--- config.mk ---
export PLATFORM = sky130hd
export DESIGN_NAME = ps2_msg_framer_flat
export DESIGN_NICKNAME = d
export VERILOG_FILES = /design/src/rtl/ps2_msg_framer_pkg.sv /design/src/rtl/ps2_msg_framer_if.sv /design/src/rtl/ps2_msg_framer.sv /design/src/flat_wrapper.sv
export SDC_FILE = /design/constraint.sdc
export NUM_CORES = 1
export LEC_CHECK = 0
export BUFFER_PORTS_ARGS = -buffer_cell sky130_fd_sc_hd__buf_2
export CORE_ASPECT_RATIO = 1.75
export CORE_UTILIZATION = 48
export CTS_CLUSTER_DIAMETER = 100
export CTS_CLUSTER_SIZE = 16
export DETAILED_ROUTE_END_ITERATION = 8
export PLACE_DENSITY_LB_ADDON = 0.25
export SYNTH_ARGS = -nofsm -noshare
export SYNTH_HDL_FRONTEND = slang
export SYNTH_SLANG_ARGS = --single-unit
--- constraint.sdc ---
create_clock -name clk -period 1.6 [get_ports clk]
set_input_delay 0.24 -clock clk [delete_from_list [all_inputs] [get_ports clk]]
set_output_delay 0.24 -clock clk [all_outputs]
set_load 0.01 [all_outputs]
--- src/rtl/ps2_msg_framer_pkg.sv ---
// Shared types and helpers for the PS/2 message framer.
// Holds the framer state encoding and shift-register sizing.
package ps2_pkg;

    localparam int PS2_BYTE_W = 8;

    typedef enum logic [1:0] {
        SEARCH,
        COLLECT,
        DONE
    } ps2_frm_state_e;

    function automatic int ps2_shift_w(input int msg_bytes);
        return msg_bytes * PS2_BYTE_W;
    endfunction

endpackage

--- src/rtl/ps2_msg_framer_if.sv ---
// Byte-stream input and framed-message output bundle for the framer.
// master drives the byte stream, slave is the framer itself.
interface ps2_msg_framer_if #(
    parameter int MSG_BYTES = 3,
    parameter int CNT_W     = 16
);
    import ps2_pkg::*;

    logic [PS2_BYTE_W-1:0]             din;
    logic                              din_valid;
    logic                              done;
    logic [ps2_shift_w(MSG_BYTES)-1:0] msg_out;
    logic [CNT_W-1:0]                  msg_cnt;
    logic                              timeout_err;

    modport master (
        output din,
        output din_valid,
        input  done,
        input  msg_out,
        input  msg_cnt,
        input  timeout_err
    );

    modport slave (
        input  din,
        input  din_valid,
        output done,
        output msg_out,
        output msg_cnt,
        output timeout_err
    );

endinterface

--- src/rtl/ps2_msg_framer.sv ---
// Frames fixed-length PS/2 messages from a qualified byte stream.
// Define PS2_FRAMER_TIMEOUT_EN to abort stalled messages after TIMEOUT_CYC idle cycles.
module ps2_msg_framer
    import ps2_pkg::*;
#(
    parameter int MSG_BYTES   = 3,
    parameter int SYNC_BIT    = 3,
    parameter int CNT_W       = 16,
    parameter int TIMEOUT_CYC = 1024
) (
    input  logic              clk,
    input  logic              reset_n,
    ps2_msg_framer_if.slave   bus
);

    localparam int SHW   = ps2_shift_w(MSG_BYTES);
    localparam int IDX_W = $clog2(MSG_BYTES);
    localparam logic [IDX_W-1:0] IDX_LAST = IDX_W'(MSG_BYTES - 1);
    localparam logic [IDX_W-1:0] IDX_ONE  = IDX_W'(1);

    ps2_frm_state_e   state_q, state_d;
    logic [IDX_W-1:0] idx_q, idx_d;
    logic [SHW-1:0]   shift_q, shift_d;
    logic [SHW-1:0]   msg_q, msg_d;
    logic [CNT_W-1:0] cnt_q, cnt_d;
    logic             sync_hit;

    assign sync_hit = bus.din_valid && bus.din[SYNC_BIT];

`ifdef PS2_FRAMER_TIMEOUT_EN
    localparam int TO_W = $clog2(TIMEOUT_CYC + 1);
    localparam logic [TO_W-1:0] IDLE_LAST = TO_W'(TIMEOUT_CYC - 1);

    logic [TO_W-1:0] idle_q, idle_d;
    logic            to_q, to_d;
`endif

    always_ff @(posedge clk or negedge reset_n) begin
        if (!reset_n) begin
            state_q <= SEARCH;
            idx_q   <= '0;
            shift_q <= '0;
            msg_q   <= '0;
            cnt_q   <= '0;
`ifdef PS2_FRAMER_TIMEOUT_EN
            idle_q  <= '0;
            to_q    <= 1'b0;
`endif
        end else begin
            state_q <= state_d;
            idx_q   <= idx_d;
            shift_q <= shift_d;
            msg_q   <= msg_d;
            cnt_q   <= cnt_d;
`ifdef PS2_FRAMER_TIMEOUT_EN
            idle_q  <= idle_d;
            to_q    <= to_d;
`endif
        end
    end

    always_comb begin
        state_d = state_q;
        idx_d   = idx_q;
        shift_d = shift_q;
        msg_d   = msg_q;
        cnt_d   = cnt_q;
`ifdef PS2_FRAMER_TIMEOUT_EN
        idle_d  = '0;
        to_d    = 1'b0;
`endif
        unique case (state_q)
            // DONE accepts input exactly like SEARCH so a sync byte is never lost
            SEARCH, DONE: begin
                state_d = SEARCH;
                idx_d   = '0;
                if (sync_hit) begin
                    shift_d = SHW'(bus.din);
                    idx_d   = IDX_ONE;
                    state_d = COLLECT;
                end
            end
            COLLECT: begin
                if (bus.din_valid) begin
                    shift_d = {shift_q[SHW-PS2_BYTE_W-1:0], bus.din};
                    if (idx_q == IDX_LAST) begin
                        idx_d   = '0;
                        state_d = DONE;
                        msg_d   = shift_d;
                        cnt_d   = (&cnt_q) ? cnt_q : cnt_q + 1'b1;
                    end else begin
                        idx_d = idx_q + 1'b1;
                    end
                end else begin
`ifdef PS2_FRAMER_TIMEOUT_EN
                    if (idle_q == IDLE_LAST) begin
                        state_d = SEARCH;
                        idx_d   = '0;
                        to_d    = 1'b1;
                    end else begin
                        idle_d = idle_q + 1'b1;
                    end
`endif
                end
            end
            default: begin
                state_d = SEARCH;
                idx_d   = '0;
            end
        endcase
    end

    assign bus.done    = (state_q == DONE);
    assign bus.msg_out = msg_q;
    assign bus.msg_cnt = cnt_q;

`ifdef PS2_FRAMER_TIMEOUT_EN
    assign bus.timeout_err = to_q;
`else
    // No idle supervision in this build; always low
    assign bus.timeout_err = (TIMEOUT_CYC < 0);
`endif

endmodule

--- src/flat_wrapper.sv ---
// flat-port wrapper written by rule: the top's interface ports become plain ports
module ps2_msg_framer_flat import ps2_pkg::*;
#(
    parameter int MSG_BYTES   = 3,
    parameter int SYNC_BIT    = 3,
    parameter int CNT_W       = 16,
    parameter int TIMEOUT_CYC = 1024
)
  (clk, reset_n, bus_din, bus_din_valid, bus_done, bus_msg_out, bus_msg_cnt, bus_timeout_err);
  ps2_msg_framer_if #(.MSG_BYTES(MSG_BYTES), .CNT_W(CNT_W)) bus_i ();
  input  logic clk;
  input  logic reset_n;
  input wire logic [$bits(bus_i.din)-1:0] bus_din;
  input wire logic [$bits(bus_i.din_valid)-1:0] bus_din_valid;
  output wire logic [$bits(bus_i.done)-1:0] bus_done;
  output wire logic [$bits(bus_i.msg_out)-1:0] bus_msg_out;
  output wire logic [$bits(bus_i.msg_cnt)-1:0] bus_msg_cnt;
  output wire logic [$bits(bus_i.timeout_err)-1:0] bus_timeout_err;
  assign bus_i.din = bus_din;
  assign bus_i.din_valid = bus_din_valid;
  assign bus_done = bus_i.done;
  assign bus_msg_out = bus_i.msg_out;
  assign bus_msg_cnt = bus_i.msg_cnt;
  assign bus_timeout_err = bus_i.timeout_err;
  ps2_msg_framer #(.MSG_BYTES(MSG_BYTES), .SYNC_BIT(SYNC_BIT), .CNT_W(CNT_W), .TIMEOUT_CYC(TIMEOUT_CYC)) u_core (.clk(clk), .reset_n(reset_n), .bus(bus_i));
endmodule
==> metrics.txt <==
Overall Power=5.46 mW; Max Cap Viol=0; Routed WL per cell=15.8 um; Syn-to-layout area delta=33.2%; WS Path Type=register to register; Initial Utilization=50.3%; Synth area leaders=dfrtp_1 59%, mux2_2 15%, a22o_1 2.8%; fin cells=334; Slew Viols, Final=0; first-pass GRT wire length=8900 um; clock tree buffer depth=2; endpoints failing setup=0; Peak VDD IR=1.02 mV; failing checks=DRC; CTS Buf Count=9; Synth Area in Compound Gates=7.68%; Worst EP required=1810 ps; H-tree depth=3; #FFs+latches synth=60; DR WL met2=2860 um; top cell type's share of synthesized area=59.5%; main flop type after synthesis=dfrtp_1; CTS clock-pin slew for the worst setup and hold paths=60 ps; critical path launch point type=register; post-synthesis sequential area ratio=59.5%; GRT overflow=0; Post-Synth Simple-Gate Area=11.0%; CTS tree=done; Post-Route WL=5290 um; synthesized area per cell=13.6 um^2; Crit. End Element=register; Pwr Density=1620 nW/um^2; Vias=1848; Final Hold Fails=0; Leak=1.72 nW; Vias/cell=5.53; largest net degree at the start of global routing=61; RePlAce Congestion=0.798; Post-synth EDFFs=0; syn_nets=197; Max Used Layer=met4; CTS Sinks=60; nets=287; Area after DPL=3060 um^2; largest area contributor in the netlist=dfrtp_1; Die W=56.8 um; post-DP HPWL=3570 um; Post-Place Cells=312; number of global-route vias before repair=1920; DIE AREA=5560 um^2; Post-Synth Adder-Cell Area=0.496%; clk_skew=8.45 ps; Cells after Synth=185; CP Data Arrival Time=1790 ps; share of cells above drive strength 1=52.9%; drt drc=6; min-delay worst type=primary input to register; largest family of logic cells by synthesized area=multiplexers; unrepaired setup endpoints after global routing=true; Post-synth ARST share=100%; CP max FO=4; Synth Warn #=0; Final Cycle Share=98.3%; row count=34; Die H=97.9 um; floorplan core area=5020 um^2; met1 wire length=2090 um; Antenna Nets Post-Route=0; f_max=636 MHz; Total GRT Usage=21.3%; initial antenna violation count=0; XOR/XNOR Fraction of Synth Area=3.77%; Unique masters post-synth=46; I/O pin cnt=53; DR pass1 iterations=6; Mapped Area=2520 um^2; I/O Buffers=51; Final min period=1570 ps; ant diodes=0; Clock Tree Root=clkbuf_8; finished layout cell area=3360 um^2; met3 WL post-DR=252 um; worst skew pair latency=330 ps; Iter 0 DRT Violations=111; Synth top cells by count=60 x dfrtp_1, 33 x mux2_2, 9 x nand2_1; most frequent cell after synthesis=dfrtp_1; multiplexer area fraction after synthesis=15.6%; outcome=finished, violations left
==> kinds of logic (layout without fill, tap and decap cells) <==
group,Yosys count,count (layout)
flops,60,60
simple gates,43,43
mux,35,35
compound gates,26,26
xor+xnor,10,10
buf+inv,9,104
fa+ha+maj,1,1
other cells,1,1
==> sequential cells by signal, indices dropped and copies added, names as in the netlist <==
signal              cells
u_core.bus.msg_out     24
u_core.bus.msg_cnt     16
u_core.shift_q         16
u_core.idx_q            2
u_core.state_q          2
==> per-layer routing <==
metal  global-route usage [%]  vias up
met5                        0        -
met4                     10.9        0
met3                     5.17        9
met2                     37.0       60
met1                     23.7      920
li1                         -      859
==> cell type report <==
cell class,count,area (um^2)
flip-flops and latches,60,1500
repair buffers,85,542
clock buffers,12,145
well taps,54,67.6
clock inverters,4,72.6
multi-input cells,116,1020
inverters,3,13.8
fillers,402,1660
==> path summary, 6_finish.rpt <==
kind | start | to | slack (ps) | cells after the start
hold / removal | bus_din[7] | u_core.bus.msg_out[7]$_DFFE_PN0P_ | 150 | 2
hold reg to reg | u_core.bus.msg_out[7]$_DFFE_PN0P_ | u_core.bus.msg_out[7]$_DFFE_PN0P_ | 490 | 1
max in group asynchronous | reset_n | u_core.shift_q[5]$_DFFE_PN0P_ | 890 | 3
setup reg to reg | u_core.state_q[1]$_DFFE_PN0P_ | u_core.bus.msg_cnt[12]$_DFFE_PN0P_ | 30 | 5
min in group asynchronous | reset_n | u_core.bus.msg_cnt[5]$_DFFE_PN0P_ | 460 | 3
setup / recovery | u_core.state_q[1]$_DFFE_PN0P_ | u_core.bus.msg_cnt[12]$_DFFE_PN0P_ | 30 | 5
==> critical path, cell delays in order (launching register included) <==
cell and delay (ps):
dfrtp_1 370, buf_4 130, and3b_2 270, nand2_2 60
or4_4 490, xnor2_2 140
==> stage by stage <==
stage / util, % / TNS, ps / hold WS [ps] / worst slack (ps)
2_1_floorplan: - / -121 / -55.6 / -79.7
3_3_place_gp: 60.9 / 0 / 271 / 21.2
3_5_place_dp: 60.9 / -30.5 / 270 / -17.1
4_1_cts: 66.0 / 0 / 130 / 13.3
5_1_grt: 67.0 / -140 / 144 / -23.9
6_report: 67.0 / 0 / 146 / 27.2
==> power breakdown <==
part | total [mW] | switching [mW] | internal (mW)
clock network | 1.48 | 0.561 | 0.918
logic | 1.62 | 0.715 | 0.901
registers | 2.36 | 0.300 | 2.06
==> timing repair <==
action / CTS / global route
buffers inserted: 2 / 3
setup endpoints to repair: 15 / 11
hold endpoints to repair: 60 / 0
cloned: 0 / 0
hold buffers: 1 / 0
pin swaps: 2 / 1
gates resized for setup: 3 / 5
==> placed cells by master, fill, tap and decap left out, types with 2 or more instances in the layout <==
master	n
xnor2_1	2
nand4_1	2
nand3_1	5
buf_2	51
o21ai_0	4
xor2_1	7
buf_4	30
clkbuf_1	2
nand2_1	8
a22o_1	8
mux2_2	33
dfrtp_1	60
inv_1	2
bufinv_16	2
a21oi_1	4
nor3_1	4
nor2_1	2
and2_1	2
nand2b_1	2
a31oi_1	2
buf_12	2
a311oi_1	2
clkbuf_8	10
Note: power is estimated with default switching activity, not from simulation.
